## config.mk

```make
export PLATFORM = sky130hd
export DESIGN_NAME = alu_op_sequencer
export DESIGN_NICKNAME = d
export VERILOG_FILES = /design/src/rtl/alu_pkg.sv /design/src/rtl/alu_seq_regfile.sv /design/src/rtl/alu_op_sequencer.sv
export SDC_FILE = /design/constraint.sdc
export NUM_CORES = 1
export LEC_CHECK = 0
export ABC_CLOCK_PERIOD_IN_PS = 3600
export BUFFER_PORTS_ARGS = -buffer_cell sky130_fd_sc_hd__buf_2
export CAP_MARGIN = 20
export CORE_AREA = 2 2 138 242
export DETAILED_ROUTE_END_ITERATION = 6
export DIE_AREA = 0 0 140 244
export PLACE_DENSITY = 0.72
export SKIP_LAST_GASP = 1
export SLEW_MARGIN = 30
export SYNTH_ARGS = -nofsm -noshare
export SYNTH_HDL_FRONTEND = slang
export SYNTH_HIERARCHICAL = 1
export SYNTH_SLANG_ARGS = --single-unit
```

## constraint.sdc

```tcl
create_clock -name clk -period 3.6 [get_ports clk]
set_clock_uncertainty 0.05 [all_clocks]
set_input_delay 0.36 -clock clk [delete_from_list [all_inputs] [get_ports clk]]
set_output_delay 0.36 -clock clk [all_outputs]
set_load 0.005 [all_outputs]
```

## src/rtl/alu_pkg.sv

```systemverilog
// Shared definitions for the ALU issue stage: opcodes, default width and
// sequencer state encoding.
package alu_pkg;

    localparam int XLEN_DEFAULT = 32;

    localparam logic [3:0] OP_ADD = 4'd0;
    localparam logic [3:0] OP_SUB = 4'd1;
    localparam logic [3:0] OP_AND = 4'd2;
    localparam logic [3:0] OP_OR  = 4'd3;
    localparam logic [3:0] OP_XOR = 4'd4;
    localparam logic [3:0] OP_SLL = 4'd5;
    localparam logic [3:0] OP_SRL = 4'd6;

    typedef enum logic [2:0] {
        IDLE  = 3'd0,
        ISSUE = 3'd1,
        EXEC  = 3'd2,
        WB    = 3'd3,
        RESP  = 3'd4
    } seq_state_t;

endpackage

```

## src/rtl/alu_seq_regfile.sv

```systemverilog
// Local register file for the ALU sequencer: two combinational read ports,
// one synchronous write port, synchronous clear, register 0 hardwired to zero.
module alu_seq_regfile
    import alu_pkg::*;
#(
    parameter int XLEN = XLEN_DEFAULT,
    parameter int NREG = 8,
    parameter int RW   = $clog2(NREG)
) (
    input  logic            clk,
    input  logic            rst,
    input  logic [RW-1:0]   raddr_a,
    input  logic [RW-1:0]   raddr_b,
    output logic [XLEN-1:0] rdata_a,
    output logic [XLEN-1:0] rdata_b,
    input  logic            wen,
    input  logic [RW-1:0]   waddr,
    input  logic [XLEN-1:0] wdata
);

    logic [XLEN-1:0] mem [NREG];

    always_ff @(posedge clk) begin
        if (rst) begin
            for (int i = 0; i < NREG; i++) begin
                mem[i] <= '0;
            end
        end else if (wen && (waddr != '0)) begin
            mem[waddr] <= wdata;
        end
    end

    // Reads of r0 are forced to zero independently of the storage contents.
    assign rdata_a = (raddr_a == '0) ? '0 : mem[raddr_a];
    assign rdata_b = (raddr_b == '0) ? '0 : mem[raddr_b];

endmodule

```

## src/rtl/alu_op_sequencer.sv

```systemverilog
// Issue stage for the registered ALU: accepts one command, drives the ALU,
// waits out its latency, writes back and returns a response.
module alu_op_sequencer
    import alu_pkg::*;
#(
    parameter int XLEN = XLEN_DEFAULT,
    parameter int NREG = 8,
    parameter int RW   = $clog2(NREG)
) (
    input  logic            clk,
    input  logic            rst,
    input  logic            cmd_valid,
    output logic            cmd_ready,
    input  logic [3:0]      cmd_op,
    input  logic [RW-1:0]   cmd_rd,
    input  logic [RW-1:0]   cmd_rs1,
    input  logic [RW-1:0]   cmd_rs2,
    input  logic            cmd_use_imm,
    input  logic [XLEN-1:0] cmd_imm,
    output logic [XLEN-1:0] alu_a,
    output logic [XLEN-1:0] alu_b,
    output logic [3:0]      alu_opcode,
    input  logic [XLEN-1:0] alu_result,
    input  logic            alu_zero,
    output logic            resp_valid,
    input  logic            resp_ready,
    output logic [RW-1:0]   resp_rd,
    output logic [XLEN-1:0] resp_data,
    output logic            resp_zero,
    output logic            busy
);

    seq_state_t      state;
    logic [RW-1:0]   rd_q;
    logic [XLEN-1:0] rs1_data;
    logic [XLEN-1:0] rs2_data;
    logic            rf_wen;

    alu_seq_regfile #(
        .XLEN (XLEN),
        .NREG (NREG),
        .RW   (RW)
    ) u_regfile (
        .clk     (clk),
        .rst     (rst),
        .raddr_a (cmd_rs1),
        .raddr_b (cmd_rs2),
        .rdata_a (rs1_data),
        .rdata_b (rs2_data),
        .wen     (rf_wen),
        .waddr   (rd_q),
        .wdata   (alu_result)
    );

    assign rf_wen     = (state == WB);
    assign cmd_ready  = (state == IDLE);
    assign resp_valid = (state == RESP);
    assign busy       = (state != IDLE);

    // Only one command is ever in flight, so operands can be read straight
    // from the register file at accept without any hazard checks.
    always_ff @(posedge clk) begin
        if (rst) begin
            state      <= IDLE;
            alu_a      <= '0;
            alu_b      <= '0;
            alu_opcode <= '0;
            rd_q       <= '0;
            resp_rd    <= '0;
            resp_data  <= '0;
            resp_zero  <= 1'b1;
        end else begin
            case (state)
                IDLE: begin
                    if (cmd_valid) begin
                        alu_a      <= rs1_data;
                        alu_b      <= cmd_use_imm ? cmd_imm : rs2_data;
                        alu_opcode <= cmd_op;
                        rd_q       <= cmd_rd;
                        state      <= ISSUE;
                    end
                end
                ISSUE: state <= EXEC;
                EXEC:  state <= WB;
                WB: begin
                    // ALU result and its zero flag both belong to this command here.
                    resp_rd   <= rd_q;
                    resp_data <= alu_result;
                    resp_zero <= alu_zero;
                    state     <= RESP;
                end
                RESP: begin
                    if (resp_ready) begin
                        state <= IDLE;
                    end
                end
                default: state <= IDLE;
            endcase
        end
    end

endmodule

```

==> results.json <==
{
  "status": "finished with violations",
  "violations": "DRC",
  "antenna_found_initial": 1,
  "rrSetupSlack_ns": 0.49,
  "hpwlAfterDp_mm": 27.2,
  "yosys_warnings": 6,
  "ir_worst_vdd_uv": 377,
  "cpPeakStageDelay_ns": 0.78,
  "cp-end-kind": "register",
  "rows": 87,
  "diodes": 0,
  "port_buffers": 189,
  "vias_per_cell": 5.99,
  "synth_cell_types": 39,
  "regArea_um2": 8930,
  "synthesis.nets": 1445,
  "dieArea_um2": 34200,
  "met2_usage": 0.499,
  "worst-setup-path-type": "register to register",
  "most-common-layout-cells": "224 x and2_1, 224 x edfxtp_1, 186 x buf_2",
  "rsz0062_at_grt": "no",
  "arrival_ns": 3.25,
  "top_usage_layer": "met2",
  "cts_tree": "yes",
  "cts_resized": 0,
  "synth_top_cell_by_area": "edfxtp_1",
  "clk_pin_slew_worst_paths_ns": 0.07,
  "hold_ws_ns": 0.0181,
  "area_growth_pct": 13.1,
  "start_util": 0.516,
  "io_pins": 190,
  "maxSlewHeadroom": 0.332,
  "stdcell_area_um2": 18700,
  "cts_buffers": 30,
  "final_nets": 1589,
  "die_y_um": 244,
  "place_area_um2": 17600,
  "grt_pass1_wl_mm": 68.0,
  "r2r_cells": 6,
  "hold_path_class": "input pin to register",
  "rr_endpoint": "u_regfile/mem[2][15]",
  "ys_seq_elements": 334,
  "synth_edf_count": 224,
  "max_freq_ghz": 0.322,
  "grt_pass1_vias": 12101,
  "leakage_nw": 7.52,
  "clockBufferDepth": 3,
  "fin_setup_tns_ns": 0,
  "finalWirelength_mm": 45.1,
  "r2r_start": "state[0]",
  "coreArea_um2": 32100,
  "power_mw": 8.57,
  "drcViolationCount": 15,
  "hold_viol_final": 0,
  "ant_nets": 0,
  "synthCells": 1362,
  "post-route-util": 0.583,
  "htreeDepth": 1,
  "multi_input_area_um2": 6970,
  "gp_congestion": 0.812,
  "grt_max_degree": 93,
  "hold_depth": 3,
  "nFillCells": 2621,
  "dr.pass1.iters": 7,
  "avgSynthCellArea_um2": 12.2,
  "drt_iter0_drc": 729,
  "worstSetupStartpointType": "register",
  "drive_gt1_frac": 0.261,
  "tightest_slew_ns": 1.00,
  "die_x_um": 140,
  "synth_flop_cell": "edfxtp_1",
  "critPathMaxFanout": 37,
  "mappedNetlistArea_um2": 16600,
  "gr-total-overflow": 0,
  "period_needed_ns": 3.11,
  "clk-insertion-delay-late_ns": 0.58,
  "grt_usage": 0.260,
  "p_per_area_nw_per_um2": 458,
  "crit_chain": "nand3b_1 > inv_2 > buf_4 > or3b_4 > nor2_4 > or2_2",
  "grtUsageMet3": 0.0356,
  "hold_end": "rd_q[2]",
  "numClockSinks": 334,
  "finalCritPeriodShare": 0.863,
  "via_count": 11560,
  "maxCapViolations": 0,
  "yosysSeqAreaShare": 0.539,
  "finalSetupViolCount": 0,
  "ys_async_sr_fraction": 0,
  "slew_violations": 0,
  "ys_top_cells_by_area": "edfxtp_1 41%, dfxtp_1 13%, mux2i_1 9.4%",
  "yosysTopAreaCellShare": 0.406,
  "routedWlPerCell_um": 23.4,
  "worst_ep_required_time_ns": 3.74,
  "crit_path_top_delay_cell": "or2_2",
  "grt_use_met1": 0.286,
  "root_buffer": "clkbuf_16",
  "hp-start": "cmd_rd[2]"
}
## synth_stat cells (5+ instances only)
cell type / count
buf_4: 13
mux2_1: 32
a211oi_1: 38
and2_1: 226
edfxtp_1: 224
buf_1: 5
a221oi_1: 52
a311oi_1: 5
a21oi_1: 75
mux2_2: 32
clkbuf_1: 35
nor2_1: 36
nor2b_1: 9
dfxtp_1: 110
mux2i_1: 155
buf_6: 26
a221oi_2: 70
buf_2: 36
nand2_1: 151
## metal layers
layer  up-vias  routed length [um]
li1       5325                   -
met1      5727               16300
met2       401               24700
met3       105                2660
met4         2                1470
met5         -                  13
## kinds of logic (layout without fill, tap and decap cells)
group / count (synthesis) / in the layout / share of synthesized area
muxes: 219 / 219 / 0.137
xor gates and xnor gates: 1 / 1 / 0.000529
DFF: 334 / 334 / 0.539
AOI/OAI and AO/OA: 240 / 240 / 0.134
and+or+nand+nor: 449 / 449 / 0.145
buffers and inverters: 119 / 287 / 0.0446
## how the worst max path moves through the flow
stage / cells past startpoint / end / slack [ns] / from
floorplan: 6 / u_regfile/mem[6][10] / 0.86 / state[0]
global placement: 6 / u_regfile/mem[4][22] / 0.52 / state[0]
detailed placement: 6 / u_regfile/mem[6][16] / 0.47 / state[0]
CTS: 6 / u_regfile/mem[6][17] / 0.45 / state[0]
global route: 6 / u_regfile/mem[2][15] / 0.36 / state[0]
finish: 6 / u_regfile/mem[2][15] / 0.49 / state[0]
## registers in the layout, summed over array words and instances, names as in the netlist
register / flops
resp_data: 32
rd_q: 3
u_regfile/mem: 224
resp_rd: 3
alu_a: 32
alu_opcode: 4
resp_zero: 1
state: 3
alu_b: 32
## power by group
| part | internal (mW) | total, mW | switching [mW] |
|---|---|---|---|
| Sequential | 4.26 | 4.36 | 0.101 |
| Combinational | 0.409 | 1.05 | 0.645 |
| Clock | 1.71 | 3.15 | 1.45 |
## per-stage QoR
step / setup WS, ns / instances
2_1_floorplan: 0.862 / 1362
3_3_place_gp: 0.519 / 1863
3_5_place_dp: 0.469 / 1864
4_1_cts: 0.454 / 1929
5_1_grt: 0.361 / 1930
6_report: 0.492 / 1930
## worst max-delay path: cells and delay by family (launching register included)
family	cells	cell delay, ns
buf+inv	2	0.58
simple gates	4	1.59
flops	1	0.48
## area by class of cell
cell class,instances,share of cell area
clock buffer,38,0.0461
clock inverter,18,0.00621
inverter,2,0.000401
multi-input combinational,909,0.372
sequential,334,0.477
tap,400,0.0267
timing repair buffer,229,0.0723
## repair_timing
item / in CTS / in global routing
endpoints found under the hold margin: 9 / 0
hold buffers: 9 / 0
buffers inserted: 0 / 0
(Power assumes the default switching activity.)
